### src/rtl/lock_pkg.sv
// Shared types and width helpers for the keypad combination lock.
package lock_pkg;

    typedef enum logic [1:0] {
        EDIT    = 2'd0,
        LOCKED  = 2'd1,
        CHECK   = 2'd2,
        LOCKOUT = 2'd3
    } mode_t;

    // Default build of the lock (6-digit hex code, 3 tries, 10 s at 100 Hz).
    localparam int DEF_PW_LEN        = 6;
    localparam int DEF_DIGIT_W       = 4;
    localparam int DEF_MAX_FAILS     = 3;
    localparam int DEF_LOCKOUT_TICKS = 1000;

    // Bits needed to hold a count from 0 up to and including n.
    function automatic int cnt_w(input int n);
        return (n < 1) ? 1 : $clog2(n + 1);
    endfunction

    // Digit counter width for a code of pw_len digits.
    function automatic int digit_cnt_w(input int pw_len);
        return cnt_w(pw_len);
    endfunction

    // Failed-attempt counter width.
    function automatic int fail_w(input int max_fails);
        return cnt_w(max_fails);
    endfunction

    // Lockout timer width.
    function automatic int timer_w(input int ticks);
        return cnt_w(ticks);
    endfunction

endpackage

### src/rtl/lock_shreg.sv
// Digit shift register with a saturating fill count. New digits enter at
// the LSB end, so digit 0 is always the most recently accepted one.
module lock_shreg
    import lock_pkg::*;
#(
    parameter int PW_LEN  = DEF_PW_LEN,
    parameter int DIGIT_W = DEF_DIGIT_W
) (
    input  logic                             hz100,
    input  logic                             reset,
    input  logic                             shift,
    input  logic                             clear,
    input  logic [DIGIT_W-1:0]               din,
    output logic [PW_LEN*DIGIT_W-1:0]        q,
    output logic [digit_cnt_w(PW_LEN)-1:0]   count
);

    localparam int BUF_W = PW_LEN * DIGIT_W;
    localparam int CNT_W = digit_cnt_w(PW_LEN);

    logic [BUF_W-1:0] sr_q, sr_d;
    logic [CNT_W-1:0] cnt_q, cnt_d;

    // Next buffer/count: clear wins over shift; count stops at PW_LEN.
    always_comb begin
        sr_d  = sr_q;
        cnt_d = cnt_q;
        if (clear) begin
            sr_d  = '0;
            cnt_d = '0;
        end else if (shift) begin
            sr_d = (sr_q << DIGIT_W) | BUF_W'(din);
            if (cnt_q != CNT_W'(PW_LEN))
                cnt_d = cnt_q + CNT_W'(1);
        end
    end

    // Buffer and count registers.
    always_ff @(posedge hz100 or posedge reset) begin
        if (reset) begin
            sr_q  <= '0;
            cnt_q <= '0;
        end else begin
            sr_q  <= sr_d;
            cnt_q <= cnt_d;
        end
    end

    assign q     = sr_q;
    assign count = cnt_q;

endmodule

### src/rtl/keypad_lock_fsm.sv
// Keypad combination lock: password entry, arming, code check, failed-
// attempt counting and timed lockout. Display encoding lives downstream.
module keypad_lock_fsm
    import lock_pkg::*;
#(
    parameter int PW_LEN        = DEF_PW_LEN,
    parameter int DIGIT_W       = DEF_DIGIT_W,
    parameter int MAX_FAILS     = DEF_MAX_FAILS,
    parameter int LOCKOUT_TICKS = DEF_LOCKOUT_TICKS
) (
    input  logic                                hz100,
    input  logic                                reset,
    input  logic                                key_press,
    input  logic [DIGIT_W-1:0]                  key_code,
    input  logic                                lock_cmd,
    input  logic                                clear_cmd,
    output mode_t                               mode,
    output logic [PW_LEN*DIGIT_W-1:0]           disp_digits,
    output logic [digit_cnt_w(PW_LEN)-1:0]      digit_count,
    output logic [fail_w(MAX_FAILS)-1:0]        fail_count,
    output logic [timer_w(LOCKOUT_TICKS)-1:0]   lockout_left,
    output logic                                unlock_pulse,
    output logic                                red,
    output logic                                green
);

    localparam int BUF_W  = PW_LEN * DIGIT_W;
    localparam int CNT_W  = digit_cnt_w(PW_LEN);
    localparam int FAIL_W = fail_w(MAX_FAILS);
    localparam int TMR_W  = timer_w(LOCKOUT_TICKS);

    logic              key_q;
    logic              key_evt;
    mode_t             mode_q, mode_d;
    logic [FAIL_W-1:0] fail_q, fail_d;
    logic [TMR_W-1:0]  left_q, left_d;
    logic              unlock_q, unlock_d;
    logic              red_q, red_d;
    logic              green_q, green_d;

    logic              pw_shift, pw_clr, ent_shift, ent_clr;
    logic [BUF_W-1:0]  pw_buf, ent_buf;
    logic [CNT_W-1:0]  pw_cnt, ent_cnt;

    // A held key produces a single event on its rising edge.
    assign key_evt = key_press & ~key_q;

    lock_shreg #(.PW_LEN(PW_LEN), .DIGIT_W(DIGIT_W)) u_pw (
        .hz100 (hz100),
        .reset (reset),
        .shift (pw_shift),
        .clear (pw_clr),
        .din   (key_code),
        .q     (pw_buf),
        .count (pw_cnt)
    );

    lock_shreg #(.PW_LEN(PW_LEN), .DIGIT_W(DIGIT_W)) u_ent (
        .hz100 (hz100),
        .reset (reset),
        .shift (ent_shift),
        .clear (ent_clr),
        .din   (key_code),
        .q     (ent_buf),
        .count (ent_cnt)
    );

    // Next-state logic; lock_cmd > clear_cmd > key_evt, losers are dropped.
    always_comb begin
        mode_d    = mode_q;
        fail_d    = fail_q;
        left_d    = left_q;
        unlock_d  = 1'b0;
        pw_shift  = 1'b0;
        pw_clr    = 1'b0;
        ent_shift = 1'b0;
        ent_clr   = 1'b0;
        unique case (mode_q)
            EDIT: begin
                if (lock_cmd) begin
                    // Arming needs a complete password; otherwise ignored.
                    if (pw_cnt == CNT_W'(PW_LEN)) begin
                        mode_d  = LOCKED;
                        ent_clr = 1'b1;
                    end
                end else if (clear_cmd) begin
                    pw_clr = 1'b1;
                end else if (key_evt) begin
                    pw_shift = 1'b1;
                end
            end
            LOCKED: begin
                if (lock_cmd) begin
                    // Already armed: swallow the command and anything below it.
                end else if (clear_cmd) begin
                    ent_clr = 1'b1;
                end else if (key_evt) begin
                    ent_shift = 1'b1;
                    if (ent_cnt == CNT_W'(PW_LEN - 1))
                        mode_d = CHECK;
                end
            end
            CHECK: begin
                ent_clr = 1'b1;
                if (ent_buf == pw_buf) begin
                    mode_d   = EDIT;
                    unlock_d = 1'b1;
                    fail_d   = '0;
                end else if (int'(fail_q) + 1 < MAX_FAILS) begin
                    mode_d = LOCKED;
                    fail_d = fail_q + FAIL_W'(1);
                end else begin
                    mode_d = LOCKOUT;
                    fail_d = FAIL_W'(MAX_FAILS);
                    left_d = TMR_W'(LOCKOUT_TICKS);
                end
            end
            LOCKOUT: begin
                if (left_q == TMR_W'(1)) begin
                    mode_d  = LOCKED;
                    left_d  = '0;
                    fail_d  = '0;
                    ent_clr = 1'b1;
                end else if (left_q != '0) begin
                    left_d = left_q - TMR_W'(1);
                end
            end
            default: mode_d = EDIT;
        endcase
        red_d   = (mode_d != EDIT);
        green_d = (mode_d == EDIT);
    end

    // FSM state, counters and registered outputs.
    always_ff @(posedge hz100 or posedge reset) begin
        if (reset) begin
            key_q    <= 1'b0;
            mode_q   <= EDIT;
            fail_q   <= '0;
            left_q   <= '0;
            unlock_q <= 1'b0;
            red_q    <= 1'b0;
            green_q  <= 1'b1;
        end else begin
            key_q    <= key_press;
            mode_q   <= mode_d;
            fail_q   <= fail_d;
            left_q   <= left_d;
            unlock_q <= unlock_d;
            red_q    <= red_d;
            green_q  <= green_d;
        end
    end

    // Display source follows the mode; lockout blanks the digits.
    always_comb begin
        disp_digits = '0;
        digit_count = '0;
        unique case (mode_q)
            EDIT: begin
                disp_digits = pw_buf;
                digit_count = pw_cnt;
            end
            LOCKED, CHECK: begin
                disp_digits = ent_buf;
                digit_count = ent_cnt;
            end
            default: begin
                disp_digits = '0;
                digit_count = '0;
            end
        endcase
    end

    assign mode         = mode_q;
    assign fail_count   = fail_q;
    assign lockout_left = left_q;
    assign unlock_pulse = unlock_q;
    assign red          = red_q;
    assign green        = green_q;

endmodule
### config.mk
export PLATFORM = sky130hd
export DESIGN_NAME = keypad_lock_fsm
export DESIGN_NICKNAME = d
export VERILOG_FILES = /design/src/rtl/lock_pkg.sv /design/src/rtl/lock_shreg.sv /design/src/rtl/keypad_lock_fsm.sv
export SDC_FILE = /design/constraint.sdc
export NUM_CORES = 1
export LEC_CHECK = 0
export CAP_MARGIN = 20
export CORE_UTILIZATION = 25
export CTS_CLUSTER_DIAMETER = 150
export CTS_CLUSTER_SIZE = 20
export DETAILED_ROUTE_END_ITERATION = 8
export PLACE_DENSITY = 0.53
export SETUP_SLACK_MARGIN = 0.05
export SYNTH_ARGS = -nofsm -noshare
export SYNTH_HDL_FRONTEND = slang
export SYNTH_HIERARCHICAL = 1
export SYNTH_SLANG_ARGS = --single-unit
### constraint.sdc
create_clock -name hz100 -period 2.1 [get_ports hz100]
set_input_delay 0.21 -clock hz100 [delete_from_list [all_inputs] [get_ports hz100]]
set_output_delay 0.21 -clock hz100 [all_outputs]
set_load 0.05 [all_outputs]
== After elaboration in Yosys (flattened, before gate mapping) ==
Cells that the tools add are included.

* $add $sub $neg: 5
* Magnitude comparators: 1
* Equal/unequal tests: 13
* Muxes and demuxes: 45
* Bitwise logic cells: 4
* Reduce and logical (&&, ||, !) cells: 14

{| class="wikitable"
|+ Operator list
! kind !! count
|-
| two-way mux 24 bit || 4
|-
| bitwise OR 24 x 4 -> 24 bit || 2
|-
| one-hot mux 24 bit (2 select lines) || 1
|-
| two-way mux 10 bit || 4
|-
| == test 24 bit || 1
|-
| two-way mux 2 bit || 12
|-
| one-hot mux 10 bit (2 select lines) || 1
|-
| two-way mux 3 bit || 6
|-
| two-way mux 1 bit || 13
|-
| nonzero test 2 bit || 6
|-
| == test 10 x 1 -> 1 bit (second input constant) || 1
|-
| nonzero test 10 bit || 1
|-
| subtractor 10 x 1 -> 10 bit (second input constant) || 1
|-
| != test 3 bit (second input constant) || 3
|-
| one-hot mux 2 bit (4 select lines) || 1
|-
| adder 3 x 1 -> 3 bit (second input constant) || 2
|-
| == test 3 bit (second input constant) || 2
|-
| != test 2 bit (second input constant) || 3
|-
| one-hot mux 3 bit (2 select lines) || 1
|-
| AND reduction 2 bit || 3
|-
| == test 2 bit (second input constant) || 2
|-
| zero test 2 bit || 2
|-
| one-hot mux 1 bit (4 select lines) || 1
|-
| one-hot mux 2 bit (2 select lines) || 1
|-
| 8 further kinds || 8
|}

* Flip-flop bits (word level): 72
* Input port bits: 9
* Output and inout bits: 44

== Depth between registers and ports, before layout ==
Gate-level depths: netlist (run 1).

* Word-level depth: 8
* Gate-level depth with buffers: 9

== Modules after synthesis ==
The synthesis (run 1) kept the hierarchy.

{| class="wikitable"
|+ By module, submodules not included
! module !! instances !! cells an instance !! area each (um2) !! seq. area each (um2)
|-
| lock_shreg || 2 || 95 || 1176.1 || 675.6
|-
| keypad_lock_fsm || 1 || 217 || 1727.9 || 451.7
|}

== Least setup slack after synthesis (run 1) ==
No wires, ideal clock.

* Kind: register to output
* Start point: register mode_q[0] (netlist: mode[0])
* End point: output digit_count[1]
* Data arrival time: 2390 ps
* Slack: -500 ps
* Stages on the path, launching flop included: 7
* Buffers on the path: 2
* Cell sequence: dfrtp_1 inv_1 ha_1 clkbuf_1 clkbuf_1 a22oi_1 nor2_1

* Longest elaborated chain between the ends: 3
* Elaborated cells on any way between the ends: 5
* Those cells by class: 2 x eq/ne; 1 x mux; 2 x reduce/logical

{| class="wikitable"
|+ Ends and longest elaborated chain
! item !! line !! text
|-
| start, declared || keypad_lock_fsm.sv:34 || <nowiki>mode_t mode_q, mode_d;</nowiki>
|-
| start signal, assigned || keypad_lock_fsm.sv:146 || <nowiki>mode_q <= mode_d;</nowiki>
|-
| == test 2 x 1 -> 1 bit / == test 2 bit (equally long branches) || keypad_lock_fsm.sv:159 || <nowiki>unique case (mode_q)</nowiki>
|-
| OR reduction 2 bit || keypad_lock_fsm.sv:159 ||
|-
| one-hot mux 3 bit (2 select lines) * || keypad_lock_fsm.sv:159 ||
|-
| end, declared || keypad_lock_fsm.sv:19 || <nowiki>output logic [digit_cnt_w(PW_LEN)-1:0] digit_count,</nowiki>
|}

Mark *: on every way between the ends. The rest lies on a longest branch, timed or not.

== Worst setup path in the final report (run 1) ==
* Start point: register mode_q[1] (netlist: mode[1])
* End point: register left_q[9] (netlist: lockout_left[9])

* Longest elaborated chain between the ends: 3
* Elaborated cells on any way between the ends: 8
* Those cells by class: 5 x eq/ne; 1 x mux; 2 x reduce/logical

{| class="wikitable"
|+ Ends and longest elaborated chain
! item !! line !! text
|-
| == test 2 bit || keypad_lock_fsm.sv:78 || <nowiki>unique case (mode_q)</nowiki>
|-
| != test 3 bit (no line), or another cell as far along || - ||
|-
| AND reduction 4 bit (no line) || - ||
|-
| end signal, assigned || keypad_lock_fsm.sv:148 || <nowiki>left_q <= left_d;</nowiki>
|-
| end, declared || keypad_lock_fsm.sv:36 || <nowiki>logic [TMR_W-1:0] left_q, left_d;</nowiki>
|}

Parallel ways exist; a longest one is shown, timed or not.
A chain may end at the register's enable or synchronous reset.

==> results.toml, run 1 <==
[run_status]
status = "finished clean"

[global_route]
top_usage_layer = "met2"
grt_util_all_layers_pct = 13.8
antenna_found_initial = 0
grt_util_met2_pct = 22.5
grt_pass1_vias = 3432
grt_max_degree = 28
met3_usage_pct = 3.61
grt_first_pass_wirelength_um = 17900
grt_overflow = 0
met1_usage_pct = 17.9

[cells_and_area]
nets = 498
num-fill-cells = 1557
syn2layout_area_growth_pct = 49.1
final_common_cell = "nor2_1"
stdcell_count = 699
drive_gt1_share_pct = 35.4
final_core_util_pct = 38.3
final_cell_mix = "nor2_1, dfrtp_1, mux2i_1"
seq_area_um2 = 1820
multiInputGateArea_um2 = 2490
final_area_um2 = 6080
num_antenna_cells = 0

[logic_synthesis]
synth.area.mux_share_pct = 13.5
netlist.area_leader.share_pct = 43.5
synth_edf_count = 0
synthFlopType = "dfrtp_1"
async_flop_share_pct = 100
synth.largest_area_cell = "dfrtp_1"
synthAdderAreaFrac_pct = 3.37
syn-num-nets = 427
synth_compound_area_share_pct = 12.3
yosysSeqAreaShare_pct = 44.2
synth.avg_cell_area_um2 = 10.0
synth-simple-area-share_pct = 16.5
synthXorXnorAreaFrac_pct = 5.15
synth_top_family_by_area = "simple AND/OR/NAND/NOR gates"
yosysWarnings = 6
syn_inst = 407
syn_area_um2 = 4080
ys_ff_latch = 72
synthTopCellsByArea = "dfrtp_1, mux2i_1, nor2_1"
yosysUniqueCellTypes = 52

[sta]
rsz0062_at_grt = "yes"
fin_crit_ps = 2030
max_freq_mhz = 492
fin_crit_sh_pct = 96.8
clock_skew_ps = 9.77
worst_pin_slew_ps = 667
hold_slack_ps = 328
final-hold-violation-count = 0
drv_slew = 0
finalSetupViolCount = 0
relSlewSlack_pct = 55.5

[floorplanning]
fp.dieH_um = 130
die_w_um = 130
initial_core_util_pct = 25.7
pin_count = 53
core_um2 = 15900
dieArea_um2 = 16800
num_rows = 46

[clock_network]
cts.clk_slew.worst_paths_ps = 60
clkSinkCount = 72
root_buffer = "clkbuf_16"
cts_tree = "built"
numCtsBuffers = 9
clk_latency_ps = 340
h-tree-depth = 3
clk_path_buf_depth = 2
ctsHoldBuffers = 0

[power_and_ir_drop]
pwr-share-comb_pct = 1.7
power-per-cell-area_nw_per_um2 = 516
switching_share_pct = 20.0
leakagePower_nw = 2.39
p_int_mw = 2.51
pwr-share-seq_pct = 44.2
peakVddDrop_mv = 0.380
pwr-share-clk_pct = 54.1
finalPower_mw = 3.14
power.switching_mw = 0.628

[routing]
drt-wirelength-per-cell_um = 15.9
drt_wl_total_um = 11100
viasPerCell = 4.76
firstDrtPassIters = 4
drc = 0
ant_nets = 0
dr_total_vias = 3325
drt_iter0_drc = 245

[setup_path]
path_max_fanout = 7
end_kind = "register"
startpoint_type = "register"
cp.arrival_ps = 2260
cp.required_ps = 2330
criticalPathCategory = "reg -> reg"

[run]
max_cap_violations = 0

[placed_design]
placedCellCount = 676
dp_hpwl_um = 7470
place.gp.congestion = 0.778
io_buffer_count = 52
placed_cell_area_um2 = 5440

[min_path]
hp-class = "in -> async"
worst max-delay path: stages (launching register included):
cell and delay (ps):
dfrtp_2 450, buf_4 150, ha_2 220, nand2_2 100, o221ai_2 100, a31o_4 240, or4b_1 480, a21o_1 190
cells in the mapped netlist (2+ instances only):
cell type	count
ha_1	11
nand3_2	2
nand2_1	9
inv_1	14
nor4_1	2
nor3_2	2
nand4b_1	3
o31ai_1	2
a21oi_1	6
nand3_1	6
mux2i_1	49
nor2_1	87
o21ai_0	7
o21a_1	3
xnor2_1	24
dfrtp_1	71
buf_6	6
mux2_4	4
buf_2	7
a22o_1	2
and3_1	4
a21boi_4	2
clkbuf_1	10
nor2b_1	4
o21ai_1	6
a22oi_1	27
and2_1	3
nand4_1	7
nor3_1	3
and4b_1	2
power groups by stage:
stage          combinational (mW)  clock [mW]  sequential [mW]
2_1_floorplan              0.0222           0             1.41
3_3_place_gp               0.0557           0             1.41
3_5_place_dp               0.0558           0             1.41
4_1_cts                    0.0559        1.73             1.39
5_1_grt                    0.0611        1.78             1.39
6_report                   0.0528        1.70             1.39
layout make-up:
class / count / share of cell area [%]
clock inverter: 4 / 1.25
tap: 216 / 4.44
timing repair buffer: 85 / 18.3
clock buffer: 12 / 4.22
multi-input combinational: 296 / 41.0
sequential: 72 / 29.9
inverter: 14 / 0.864
metrics by stage:
step	worst slack (ps)	TNS [ps]
after CTS	53.3	0
final	66.9	0
after floorplan	-4.45	-13.3
after detailed placement	9.33	0
after global placement	8.43	0
after global routing	3.44	0
path summary, 6_finish.rpt:
| kind | start | end | slack, ps | cells past startpoint |
|---|---|---|---|---|
| max reg2reg | mode[1] | lockout_left[9] | 70 | 7 |
| min | reset | u_ent/q[5] | 330 | 3 |
| min in group hz100 | key_press | key_q | 360 | 1 |
| max | mode[1] | lockout_left[9] | 70 | 7 |
| max in group asynchronous | reset | mode[0] | 1270 | 2 |
| min reg2reg | lockout_left[9] | lockout_left[9] | 540 | 1 |
cells by family after synthesis:
| family | after synthesis |
|---|---|
| xor+xnor | 24 |
| fa+ha+maj | 11 |
| flops | 72 |
| compound gates | 67 |
| buf+inv | 39 |
| mux | 53 |
| simple gates | 141 |
registers in the layout, indices dropped and copies added (netlist names):
| name | count |
|---|---|
| lockout_left | 10 |
| fail_count | 2 |
| u_pw/q | 24 |
| green | 1 |
| u_ent/q | 24 |
| red | 1 |
| u_ent/count | 3 |
| unlock_pulse | 1 |
| key_q | 1 |
| u_pw/count | 3 |
| mode | 2 |
layer usage:
layer / wire length (um) / vias to the layer above / share of wire, %
li1: - / 1571 / -
met1: 5240 / 1667 / 47
met2: 5170 / 73 / 47
met3: 496 / 14 / 4.5
met4: 191 / 0 / 1.7
met5: 0 / - / 0
timing repair:
| item | in CTS | in global routing |
|---|---|---|
| gates cloned | 0 | 2 |
| setup buffers | 0 | 5 |
| resized for setup | 8 | 37 |
| setup endpoints to repair | 37 | 64 |
| pin swaps | 0 | 7 |
Power figures use the tool's default switching activity.
==> inputs of run 2 (changes only) <==
Settings changed: REMOVE_ABC_BUFFERS set to 1.
==> run 2 against run 1 <==
Critical path depth down 1. Die area unchanged. Routed wire length up 1.1%. Flip-flop and latch count unchanged. Clock power down 12%. Combinational power up 6.6%. Worst setup slack worse by 2.2 ps. Highest routed layer unchanged. Design area down 3.3%. Critical endpoint is now digit_count[2]. Sequential power about the same. Power down 6.7%. Global-route usage up 0.26 points. Sequential share of layout area up 0.74 points.
==> results.toml, run 2 (synthesized netlist as in run 1, its figures left out) <==
[cells_and_area]
syn2layout_area_growth_pct = 44.2
final_area_um2 = 5880
drive_gt1_share_pct = 28.8
seq_area_um2 = 1800
multiInputGateArea_um2 = 2220
final_common_cell = "dfrtp_1"
num-fill-cells = 1595
nets = 511
num_antenna_cells = 0
final_cell_mix = "dfrtp_1, nor2_1, mux2i_1"

[min_path]
min-delay-start = "key_press"
min_to = "key_q"
hp-class = "in -> reg"
hold_depth = 1

[power_and_ir_drop]
power.switching_mw = 0.679
peakVddDrop_mv = 0.382
power-per-cell-area_nw_per_um2 = 498
pwr-share-seq_pct = 47.4
pwr-share-clk_pct = 50.7
switching_share_pct = 23.2
leakagePower_nw = 2.45
finalPower_mw = 2.93
p_int_mw = 2.25
pwr-share-comb_pct = 1.9

[placed_design]
dp_hpwl_um = 7430
io_buffer_count = 52
placed_cell_area_um2 = 5310
place.gp.congestion = 0.837

[routing]
drt-wirelength-per-cell_um = 15.8
drt_iter0_drc = 327
drt_wl_total_um = 11200
dr_total_vias = 3325
firstDrtPassIters = 6
ant_nets = 0
drc = 0
viasPerCell = 4.67

[global_route]
met1_usage_pct = 19.5
grt_pass1_vias = 3343
antenna_found_initial = 0
top_usage_layer = "met2"
met3_usage_pct = 3.12
grt_max_degree = 33
grt_util_all_layers_pct = 14.0
grt_overflow = 0
grt_first_pass_wirelength_um = 18200
grt_util_met2_pct = 21.8

[floorplanning]
die_w_um = 130
dieArea_um2 = 16800
core_um2 = 15900
initial_core_util_pct = 25.7
fp.dieH_um = 130
num_rows = 46
pin_count = 53

[run_status]
status = "finished clean"

[sta]
rsz0062_at_grt = "yes"
max_freq_mhz = 491
relSlewSlack_pct = 54.6
drv_slew = 0
worst_pin_slew_ps = 680
hold_slack_ps = 344
clock_skew_ps = 9.43
fin_crit_sh_pct = 96.9
finalSetupViolCount = 0
fin_crit_ps = 2040
final-hold-violation-count = 0
finalSetupTns_ps = 0

[clock_network]
root_buffer = "clkbuf_16"
clkSinkCount = 72
clk_latency_ps = 340
cts.clk_slew.worst_paths_ps = 60
cts_tree = "built"
numCtsBuffers = 9
ctsHoldBuffers = 0
h-tree-depth = 3
clk_path_buf_depth = 2

[setup_path]
rr_endpoint = "lockout_left[9]"
worst-r2r-cell-count = 7
path_max_fanout = 7
cp.arrival_ps = 1830
startpoint_type = "register"
reg2reg_from = "mode[1]"
cp.required_ps = 1890
end_kind = "output port"
rrSetupSlack_ps = 110
criticalPathCategory = "reg -> out"

[run]
max_cap_violations = 0
-- run 2: cell count changes in the layout (fill, tap and decap cells not counted), sizes merged --
cell    delta
clkbuf     -3
clkinv     +2
bufinv     -2
buf       +14
inv        +2
-- run 2: worst max-delay path by stage --
stage                from  cells past startpoint  slack [ps]         endpoint
3_5_place_dp   u_ent/q[2]                      8         -20  lockout_left[2]
3_3_place_gp   u_ent/q[2]                      8          60  lockout_left[2]
5_1_grt           mode[1]                      6          20  disp_digits[11]
6_report          mode[1]                      6          60   digit_count[2]
4_1_cts           mode[1]                      6          40  disp_digits[23]
2_1_floorplan     mode[1]                      5       -1230   u_ent/count[1]
-- run 2: per-layer routing --
metal / share of wire [%] / vias to the layer above
met5: 0 / -
met4: 1.2 / 0
met3: 3.9 / 14
met2: 47 / 69
met1: 48 / 1643
li1: - / 1599
-- run 2: power groups by stage --
stage,Combinational (mW),Sequential [mW],Clock (mW)
floorplan,0.0222,1.41,0
global placement,0.0572,1.41,0
detailed placement,0.0585,1.41,0
CTS,0.0589,1.39,1.52
global route,0.0634,1.39,1.57
finish,0.0563,1.39,1.49
-- run 2: area by class of cell --
| cell class | count | share of cell area (%) |
|---|---|---|
| repair buffers | 98 | 21.1 |
| inverters | 14 | 0.893 |
| multi-input cells | 296 | 37.8 |
| flip-flops and latches | 72 | 30.7 |
| well taps | 216 | 4.59 |
| clock inverters | 6 | 0.872 |
| clock buffers | 10 | 4.06 |
-- run 2: per-stage QoR --
| step | utilization [%] | worst slack (ps) | instances |
|---|---|---|---|
| after floorplan | - | -1230 | 382 |
| after global placement | 33.4 | 55.5 | 685 |
| after detailed placement | 33.4 | -15.4 | 685 |
| after CTS | 36.0 | 38.4 | 706 |
| after global routing | 37.0 | 23.8 | 712 |
| final | 37.0 | 64.7 | 712 |
-- run 2: repair_timing --
action,CTS,global route
gates resized for setup,18,30
pin swaps,4,10
buffers inserted,4,5
cloned,1,1
setup endpoints to repair,52,54
-- run 2: worst max-delay path: stages (launching register included) --
cell,delay (ps)
dfrtp_1,430
inv_2,80
ha_4,350
clkbuf_16,180
a22oi_1,80
nor2_1,190
buf_12,160
